### src/rtl/axi_request_queue_if.sv
// Core-side request/response and master-side issue/completion signals
// of the AXI request queue, bundled for one port.
interface axi_request_queue_if;
    logic        wr_req_valid_i;
    logic        wr_req_ready_o;
    logic [31:0] wr_req_address_i;
    logic [31:0] wr_req_data_i;
    logic [3:0]  wr_req_strobe_i;
    logic        wr_ack_o;
    logic        wr_error_o;
    logic        rd_req_valid_i;
    logic        rd_req_ready_o;
    logic [31:0] rd_req_address_i;
    logic        rd_valid_o;
    logic [31:0] rd_data_o;
    logic        rd_error_o;
    logic [31:0] write_address_o;
    logic [31:0] write_data_o;
    logic [3:0]  write_strobe_o;
    logic        write_start_o;
    logic        write_cts_i;
    logic        write_done_i;
    logic [1:0]  write_response_i;
    logic [31:0] read_address_o;
    logic        read_start_o;
    logic        read_cts_i;
    logic        read_done_i;
    logic [31:0] read_data_i;
    logic [1:0]  read_response_i;
    logic        idle_o;

    modport slave (
        input  wr_req_valid_i, wr_req_address_i, wr_req_data_i,
        input  wr_req_strobe_i,
        output wr_req_ready_o, wr_ack_o, wr_error_o,
        input  rd_req_valid_i, rd_req_address_i,
        output rd_req_ready_o, rd_valid_o, rd_data_o, rd_error_o,
        output write_address_o, write_data_o, write_strobe_o,
        output write_start_o,
        input  write_cts_i, write_done_i, write_response_i,
        output read_address_o, read_start_o,
        input  read_cts_i, read_done_i, read_data_i, read_response_i,
        output idle_o
    );

    modport master (
        output wr_req_valid_i, wr_req_address_i, wr_req_data_i,
        output wr_req_strobe_i,
        input  wr_req_ready_o, wr_ack_o, wr_error_o,
        output rd_req_valid_i, rd_req_address_i,
        input  rd_req_ready_o, rd_valid_o, rd_data_o, rd_error_o,
        input  write_address_o, write_data_o, write_strobe_o,
        input  write_start_o,
        output write_cts_i, write_done_i, write_response_i,
        input  read_address_o, read_start_o,
        output read_cts_i, read_done_i, read_data_i, read_response_i,
        input  idle_o
    );
endinterface

### src/rtl/axi_request_queue.sv
// Write/read request FIFOs in front of the AXI master with an
// outstanding-transaction limit and SLVERR-triggered queue flush.
module axi_request_queue #(
    parameter int WR_DEPTH        = 8,
    parameter int RD_DEPTH        = 8,
    parameter int MAX_OUTSTANDING = 4
) (
    input logic                  clk_i,
    input logic                  rst_i,
    axi_request_queue_if.slave   bus
);

    localparam int WA = $clog2(WR_DEPTH);
    localparam int RA = $clog2(RD_DEPTH);
    localparam logic [3:0] MAX_OS = 4'(MAX_OUTSTANDING);
    localparam logic [1:0] SLVERR = 2'b10;

    typedef struct packed {
        logic [31:0] addr;
        logic [31:0] data;
        logic [3:0]  strobe;
    } wr_entry_t;

    wr_entry_t   wr_mem_q [WR_DEPTH];
    logic [31:0] rd_mem_q [RD_DEPTH];

    logic [WA:0] wr_wptr_q, wr_wptr_d, wr_rptr_q, wr_rptr_d;
    logic [RA:0] rd_wptr_q, rd_wptr_d, rd_rptr_q, rd_rptr_d;
    logic [3:0]  wr_cnt_q, wr_cnt_d, rd_cnt_q, rd_cnt_d;
    logic        wr_ack_q, wr_ack_d, wr_err_q, wr_err_d;
    logic        rd_vld_q, rd_vld_d, rd_err_q, rd_err_d;
    logic [31:0] rd_data_q, rd_data_d;

    logic wr_full, wr_empty, wr_flush, wr_ready, wr_push, wr_issue;
    logic rd_full, rd_empty, rd_flush, rd_ready, rd_push, rd_issue;
    logic wr_dec, rd_dec;

    always_comb begin
        wr_empty = wr_wptr_q == wr_rptr_q;
        wr_full  = (wr_wptr_q[WA-1:0] == wr_rptr_q[WA-1:0]) &&
                   (wr_wptr_q[WA] != wr_rptr_q[WA]);
        wr_flush = bus.write_done_i && (bus.write_response_i == SLVERR);
        wr_ready = !wr_full && !wr_flush && !rst_i;
        wr_push  = bus.wr_req_valid_i && wr_ready;
        wr_issue = !wr_empty && bus.write_cts_i && (wr_cnt_q < MAX_OS) &&
                   !wr_flush && !rst_i;
        // Completions with nothing outstanding are stale; drop them.
        wr_dec   = bus.write_done_i && (wr_cnt_q != 4'd0);
        wr_cnt_d = wr_cnt_q + {3'b0, wr_issue} - {3'b0, wr_dec};
        wr_wptr_d = wr_wptr_q + (WA+1)'(wr_push);
        wr_rptr_d = wr_rptr_q + (WA+1)'(wr_issue);
        if (wr_flush) begin
            wr_wptr_d = '0;
            wr_rptr_d = '0;
        end
        wr_ack_d = bus.write_done_i;
        wr_err_d = wr_flush;
    end

    always_comb begin
        rd_empty = rd_wptr_q == rd_rptr_q;
        rd_full  = (rd_wptr_q[RA-1:0] == rd_rptr_q[RA-1:0]) &&
                   (rd_wptr_q[RA] != rd_rptr_q[RA]);
        rd_flush = bus.read_done_i && (bus.read_response_i == SLVERR);
        rd_ready = !rd_full && !rd_flush && !rst_i;
        rd_push  = bus.rd_req_valid_i && rd_ready;
        rd_issue = !rd_empty && bus.read_cts_i && (rd_cnt_q < MAX_OS) &&
                   !rd_flush && !rst_i;
        rd_dec   = bus.read_done_i && (rd_cnt_q != 4'd0);
        rd_cnt_d = rd_cnt_q + {3'b0, rd_issue} - {3'b0, rd_dec};
        rd_wptr_d = rd_wptr_q + (RA+1)'(rd_push);
        rd_rptr_d = rd_rptr_q + (RA+1)'(rd_issue);
        if (rd_flush) begin
            rd_wptr_d = '0;
            rd_rptr_d = '0;
        end
        rd_vld_d  = bus.read_done_i;
        rd_err_d  = rd_flush;
        rd_data_d = bus.read_done_i ? bus.read_data_i : rd_data_q;
    end

    always_ff @(posedge clk_i) begin
        if (rst_i) begin
            wr_wptr_q <= '0;
            wr_rptr_q <= '0;
            wr_cnt_q  <= '0;
            wr_ack_q  <= 1'b0;
            wr_err_q  <= 1'b0;
            rd_wptr_q <= '0;
            rd_rptr_q <= '0;
            rd_cnt_q  <= '0;
            rd_vld_q  <= 1'b0;
            rd_err_q  <= 1'b0;
            rd_data_q <= '0;
        end else begin
            wr_wptr_q <= wr_wptr_d;
            wr_rptr_q <= wr_rptr_d;
            wr_cnt_q  <= wr_cnt_d;
            wr_ack_q  <= wr_ack_d;
            wr_err_q  <= wr_err_d;
            rd_wptr_q <= rd_wptr_d;
            rd_rptr_q <= rd_rptr_d;
            rd_cnt_q  <= rd_cnt_d;
            rd_vld_q  <= rd_vld_d;
            rd_err_q  <= rd_err_d;
            rd_data_q <= rd_data_d;
        end
    end

    // Storage needs no reset; the pointers define what is valid.
    always_ff @(posedge clk_i) begin
        if (wr_push) begin
            wr_mem_q[wr_wptr_q[WA-1:0]] <= '{
                addr:   bus.wr_req_address_i,
                data:   bus.wr_req_data_i,
                strobe: bus.wr_req_strobe_i
            };
        end
        if (rd_push) begin
            rd_mem_q[rd_wptr_q[RA-1:0]] <= bus.rd_req_address_i;
        end
    end

    assign bus.wr_req_ready_o  = wr_ready;
    assign bus.rd_req_ready_o  = rd_ready;
    assign bus.write_start_o   = wr_issue;
    assign bus.read_start_o    = rd_issue;
    assign bus.write_address_o = wr_mem_q[wr_rptr_q[WA-1:0]].addr;
    assign bus.write_data_o    = wr_mem_q[wr_rptr_q[WA-1:0]].data;
    assign bus.write_strobe_o  = wr_mem_q[wr_rptr_q[WA-1:0]].strobe;
    assign bus.read_address_o  = rd_mem_q[rd_rptr_q[RA-1:0]];
    assign bus.wr_ack_o        = wr_ack_q;
    assign bus.wr_error_o      = wr_err_q;
    assign bus.rd_valid_o      = rd_vld_q;
    assign bus.rd_error_o      = rd_err_q;
    assign bus.rd_data_o       = rd_data_q;
    assign bus.idle_o = rst_i || (wr_empty && rd_empty &&
                        (wr_cnt_q == 4'd0) && (rd_cnt_q == 4'd0));

endmodule

### src/flat_wrapper.sv
// flat-port wrapper written by rule: the top's interface ports become plain ports
module axi_request_queue_flat 
#(
    parameter int WR_DEPTH        = 8,
    parameter int RD_DEPTH        = 8,
    parameter int MAX_OUTSTANDING = 4
)
  (clk_i, rst_i, bus_wr_req_valid_i, bus_wr_req_address_i, bus_wr_req_data_i, bus_wr_req_strobe_i, bus_wr_req_ready_o, bus_wr_ack_o, bus_wr_error_o, bus_rd_req_valid_i, bus_rd_req_address_i, bus_rd_req_ready_o, bus_rd_valid_o, bus_rd_data_o, bus_rd_error_o, bus_write_address_o, bus_write_data_o, bus_write_strobe_o, bus_write_start_o, bus_write_cts_i, bus_write_done_i, bus_write_response_i, bus_read_address_o, bus_read_start_o, bus_read_cts_i, bus_read_done_i, bus_read_data_i, bus_read_response_i, bus_idle_o);
  axi_request_queue_if bus_i ();
  input logic clk_i;
  input logic rst_i;
  input wire logic [$bits(bus_i.wr_req_valid_i)-1:0] bus_wr_req_valid_i;
  input wire logic [$bits(bus_i.wr_req_address_i)-1:0] bus_wr_req_address_i;
  input wire logic [$bits(bus_i.wr_req_data_i)-1:0] bus_wr_req_data_i;
  input wire logic [$bits(bus_i.wr_req_strobe_i)-1:0] bus_wr_req_strobe_i;
  output wire logic [$bits(bus_i.wr_req_ready_o)-1:0] bus_wr_req_ready_o;
  output wire logic [$bits(bus_i.wr_ack_o)-1:0] bus_wr_ack_o;
  output wire logic [$bits(bus_i.wr_error_o)-1:0] bus_wr_error_o;
  input wire logic [$bits(bus_i.rd_req_valid_i)-1:0] bus_rd_req_valid_i;
  input wire logic [$bits(bus_i.rd_req_address_i)-1:0] bus_rd_req_address_i;
  output wire logic [$bits(bus_i.rd_req_ready_o)-1:0] bus_rd_req_ready_o;
  output wire logic [$bits(bus_i.rd_valid_o)-1:0] bus_rd_valid_o;
  output wire logic [$bits(bus_i.rd_data_o)-1:0] bus_rd_data_o;
  output wire logic [$bits(bus_i.rd_error_o)-1:0] bus_rd_error_o;
  output wire logic [$bits(bus_i.write_address_o)-1:0] bus_write_address_o;
  output wire logic [$bits(bus_i.write_data_o)-1:0] bus_write_data_o;
  output wire logic [$bits(bus_i.write_strobe_o)-1:0] bus_write_strobe_o;
  output wire logic [$bits(bus_i.write_start_o)-1:0] bus_write_start_o;
  input wire logic [$bits(bus_i.write_cts_i)-1:0] bus_write_cts_i;
  input wire logic [$bits(bus_i.write_done_i)-1:0] bus_write_done_i;
  input wire logic [$bits(bus_i.write_response_i)-1:0] bus_write_response_i;
  output wire logic [$bits(bus_i.read_address_o)-1:0] bus_read_address_o;
  output wire logic [$bits(bus_i.read_start_o)-1:0] bus_read_start_o;
  input wire logic [$bits(bus_i.read_cts_i)-1:0] bus_read_cts_i;
  input wire logic [$bits(bus_i.read_done_i)-1:0] bus_read_done_i;
  input wire logic [$bits(bus_i.read_data_i)-1:0] bus_read_data_i;
  input wire logic [$bits(bus_i.read_response_i)-1:0] bus_read_response_i;
  output wire logic [$bits(bus_i.idle_o)-1:0] bus_idle_o;
  assign bus_i.wr_req_valid_i = bus_wr_req_valid_i;
  assign bus_i.wr_req_address_i = bus_wr_req_address_i;
  assign bus_i.wr_req_data_i = bus_wr_req_data_i;
  assign bus_i.wr_req_strobe_i = bus_wr_req_strobe_i;
  assign bus_wr_req_ready_o = bus_i.wr_req_ready_o;
  assign bus_wr_ack_o = bus_i.wr_ack_o;
  assign bus_wr_error_o = bus_i.wr_error_o;
  assign bus_i.rd_req_valid_i = bus_rd_req_valid_i;
  assign bus_i.rd_req_address_i = bus_rd_req_address_i;
  assign bus_rd_req_ready_o = bus_i.rd_req_ready_o;
  assign bus_rd_valid_o = bus_i.rd_valid_o;
  assign bus_rd_data_o = bus_i.rd_data_o;
  assign bus_rd_error_o = bus_i.rd_error_o;
  assign bus_write_address_o = bus_i.write_address_o;
  assign bus_write_data_o = bus_i.write_data_o;
  assign bus_write_strobe_o = bus_i.write_strobe_o;
  assign bus_write_start_o = bus_i.write_start_o;
  assign bus_i.write_cts_i = bus_write_cts_i;
  assign bus_i.write_done_i = bus_write_done_i;
  assign bus_i.write_response_i = bus_write_response_i;
  assign bus_read_address_o = bus_i.read_address_o;
  assign bus_read_start_o = bus_i.read_start_o;
  assign bus_i.read_cts_i = bus_read_cts_i;
  assign bus_i.read_done_i = bus_read_done_i;
  assign bus_i.read_data_i = bus_read_data_i;
  assign bus_i.read_response_i = bus_read_response_i;
  assign bus_idle_o = bus_i.idle_o;
  axi_request_queue #(.WR_DEPTH(WR_DEPTH), .RD_DEPTH(RD_DEPTH), .MAX_OUTSTANDING(MAX_OUTSTANDING)) u_core (.clk_i(clk_i), .rst_i(rst_i), .bus(bus_i));
endmodule
### config.mk
export PLATFORM = sky130hd
export DESIGN_NAME = axi_request_queue_flat
export DESIGN_NICKNAME = d
export VERILOG_FILES = /design/src/rtl/axi_request_queue_if.sv /design/src/rtl/axi_request_queue.sv /design/src/flat_wrapper.sv
export SDC_FILE = /design/constraint.sdc
export NUM_CORES = 1
export LEC_CHECK = 0
export BUFFER_PORTS_ARGS = -buffer_cell sky130_fd_sc_hd__buf_4
export CORE_MARGIN = 5
export CORE_UTILIZATION = 56
export CTS_BUF_LIST = sky130_fd_sc_hd__clkbuf_4
export CTS_CLUSTER_SIZE = 30
export DETAILED_ROUTE_END_ITERATION = 10
export PLACE_DENSITY = 0.78
export SYNTH_ARGS = -nofsm -noshare
export SYNTH_HDL_FRONTEND = slang
export SYNTH_SLANG_ARGS = --single-unit
### constraint.sdc
create_clock -name clk_i -period 11.2 [get_ports clk_i]
set_input_delay 3.36 -clock clk_i [delete_from_list [all_inputs] [get_ports clk_i]]
set_output_delay 3.36 -clock clk_i [all_outputs]
set_load 0.01 [all_outputs]
==> key figures <==
Power
  – Sequential share of power: between 50% and 60%
  – Leak: between 10 and 15 nW
  – Max rail drop VDD: approximately 120 µV
  – Power density over the cells: between 150 and 200 nW/µm²
  – Net Sw Frac: around 21%
  – Combinational share of power: 5.9%
  – P_sw: ~1.4 mW
  – Clk network pwr share: around two fifths
  – Power Internal: 5.062 mW

Timing
  – Least-Margin Pin Slew: a little over 1 ns
  – Endpoints failing setup: 0
  – Clock skew after layout: 0.05460 ns
  – Rel. slew slack: between 30% and 40%
  – RSZ-0062 raised after global routing: false
  – Highest clock rate: ~120 MHz
  – Setup TNS: 0 ns
  – Max Slew Vio Count: 0
  – Hold Fails Final Rpt: 0
  – Crit share post-route: 72.39%
  – Post-layout minimum cycle time: between 8 and 9 ns

Synth
  – Most used DFF post-synth: edfxtp_1
  – Post-synth EDFFs: 800
  – Top-area cell type share of the netlist area: between 70 and 80%
  – Most common cell in the netlist: edfxtp_1
  – Top cells by count, synth: edfxtp_1, mux4_2, mux2_2, dfxtp_1, nor2_1
  – Post-synth ARST share: 0%
  – Dominant cells by area after synthesis: edfxtp_1, mux4_2, dfxtp_1
  – Seq cells post-synth: 860
  – Post-synthesis area per instance: roughly 23 µm²
  – Synth area leader: edfxtp_1
  – Register area share after synthesis: around 77%
  – Synthesized area: 32770 µm²
  – Unique masters post-synth: 34
  – Post-synthesis net count: 1601
  – Post-Syn Instances: around 1400
  – Synthesis Warnings: 0

Detailed routing
  – WL/cell: 23.23 µm
  – Post-DR vias/cell: roughly 5.7
  – Vias: 15903
  – Residual DRC count: 0
  – Final wirelength: roughly 65000 µm
  – DR iter-0 viols: around 1000
  – Final ANT Viol Nets: 0
  – First-pass DRT Iterations: 4

Clock tree
  – Cts repair resizes: 0
  – H-tree depth: 4
  – Post-CTS setup buffer count: 0
  – # hold bufs at CTS: 0
  – CTS Buffer Depth: 3
  – CTS sink count: 860
  – CTS tree: built
  – Clock root buffer: clkbuf_4
  – Reg clk slew, reported paths: roughly 0.060 ns
  – Inserted Clock Buffers: roughly 210
  – Clk_lat worst skew: ~0.97 ns

Final layout
  – Synthesis-to-finish area growth: 17.19%
  – Final cell count without fillers: 2812
  – Final core utilization: 66.43%
  – Share of cells above drive strength 1: between 40% and 50%
  – Final nets: 2056

Worst setup path
  – Worst-path maximum fanout: 35
  – Cell mode on critical path: buf_4
  – Worst Path Required: 7.84 ns
  – CP peak stage delay: roughly 0.43 ns
  – Crit. End Element: primary output
  – CP startpoint kind: input pin
  – Critical path, cell by cell: buf_4 > nand3b_1 > nand2b_1 > or3_1 > inv_1 > buf_4
  – Crit path arrival time: 4.75 ns
  – Critical Path Slowest Stage Cell: or3_1
  – Type of the worst setup path: input pin to primary output

Placement
  – DPL Wire Length: ~36000 µm
  – Placed Cells: 2446
  – GP Congestion: approximately 0.75
  – PortBufs: 284

Hold path
  – Min-Delay Path Class: register to register

Run status
  – Status: complete, no violations

Floorplan
  – Ports: between 200 and 300
  – Std cell rows: a little under 90
  – Die Y: approximately 250 µm
  – Die Wd: 251.9 µm
  – Initial core utilization: between 50 and 60%
  – Die area: between 60000 and 70000 µm²
  – Core ar.: between 50000 and 60000 µm²

GRT
  – GR Overflow Total: 0
  – Initial antenna violation count: 5
  – Pin count of the biggest net entering global routing: about 100
  – First-pass GRT wire length: a little under 100000 µm
  – GRT Overall Usage: just over 20%
  – Vias in the first global route: 17150

Flow run
  – Max-Cap Viols: 0
## placed cells by master, fill, tap and decap left out, types with 4 or more instances in the layout
| cell | Yosys | final |
|---|---|---|
| mux2i_1 | 32 | 32 |
| edfxtp_1 | 800 | 800 |
| bufinv_16 | 0 | 4 |
| nand3_1 | 6 | 6 |
| buf_4 | 0 | 314 |
| a21o_1 | 4 | 4 |
| nor4_2 | 0 | 9 |
| xnor2_1 | 13 | 13 |
| dfxtp_4 | 0 | 4 |
| nor2_1 | 50 | 48 |
| ha_1 | 20 | 20 |
| and2_1 | 11 | 11 |
| clkinv_1 | 0 | 43 |
| clkinv_2 | 0 | 7 |
| dfxtp_1 | 60 | 55 |
| clkbuf_4 | 0 | 299 |
| nand2b_1 | 4 | 4 |
| nor2b_1 | 7 | 7 |
| mux2_2 | 100 | 100 |
| inv_1 | 16 | 16 |
| xor2_1 | 7 | 7 |
| nand2_1 | 6 | 6 |
| mux4_2 | 200 | 200 |
## state kept, by name (all words and copies together) (netlist names)
name                   flops
u_core.rd_mem_q          256
u_core.bus.wr_ack_o        1
u_core.bus.rd_error_o      1
u_core.bus.rd_data_o      32
u_core.rd_wptr_q           4
u_core.wr_wptr_q           4
u_core.rd_cnt_q            4
u_core.rd_rptr_q           4
u_core.bus.wr_error_o      1
u_core.wr_rptr_q           4
u_core.wr_mem_q          544
u_core.bus.rd_valid_o      1
u_core.wr_cnt_q            4
## final timing paths
| path | start | endpoint | slack, ns | depth (start not counted) |
|---|---|---|---|---|
| max | bus_read_done_i | bus_read_start_o | 3.09 | 6 |
| min | u_core.bus.rd_data_o[12] | u_core.bus.rd_data_o[12] | 0.50 | 2 |
| max reg2reg | u_core.wr_rptr_q[1] | u_core.wr_mem_q[3][16] | 7.42 | 7 |
| min reg2reg | u_core.bus.rd_data_o[12] | u_core.bus.rd_data_o[12] | 0.50 | 2 |
## power by group through the flow
stage | logic (mW) | clock network [mW] | registers, mW
6_report | 0.378 | 2.48 | 3.58
5_1_grt | 0.418 | 2.75 | 3.58
4_1_cts | 0.385 | 2.57 | 3.58
3_5_place_dp | 0.383 | 0 | 3.65
3_3_place_gp | 0.367 | 0 | 3.64
2_1_floorplan | 0.210 | 0 | 3.65
## worst max-delay path: cells and delay by family
family	cells	cell delay (ns)
simple gates	3	0.84
buf+inv	3	0.55
## area by class of cell
class | instances | area [µm²]
flip-flops and latches | 860 | 25240
multi-input cells | 490 | 7128
diodes | 3 | 7.507
inverters | 16 | 60.06
well taps | 765 | 957.2
repair buffers | 315 | 2377
clock inverters | 64 | 386.6
clock buffers | 299 | 2245
fillers | 3698 | 19400
## metal layers
metal | GRT usage, % | share of wire [%]
met1 | 25.49 | 37
met2 | 35.37 | 53
met3 | 6.979 | 7.8
met4 | 6.746 | 1.7
met5 | 0 | 0.060
## cells by family (layout without fill, tap and decap cells)
logic type,count (synthesis),count (layout),share of synthesized area [%]
mux,332,332,18.16
xor+xnor,20,20,0.5345
other cells,0,3,0
fa+ha+maj,22,22,0.8858
simple gates,106,106,1.627
compound gates,10,10,0.2406
buf+inv,85,694,1.581
flops,860,860,76.97
## metrics by stage
stage / total power, mW / setup WS [ns] / instance area (µm²) / hold WS [ns]
final: 6.441 / 3.093 / 38400 / 0.4988
after global routing: 6.751 / 2.984 / 38400 / 0.5387
after CTS: 6.532 / 3.054 / 38390 / 0.5069
after detailed placement: 4.030 / 3.056 / 35760 / 0.4884
after global placement: 4.011 / 3.091 / 35760 / 0.4739
after floorplan: 3.858 / 0.04485 / 32770 / 0.4981
Note: power is estimated with default switching activity, not from simulation.
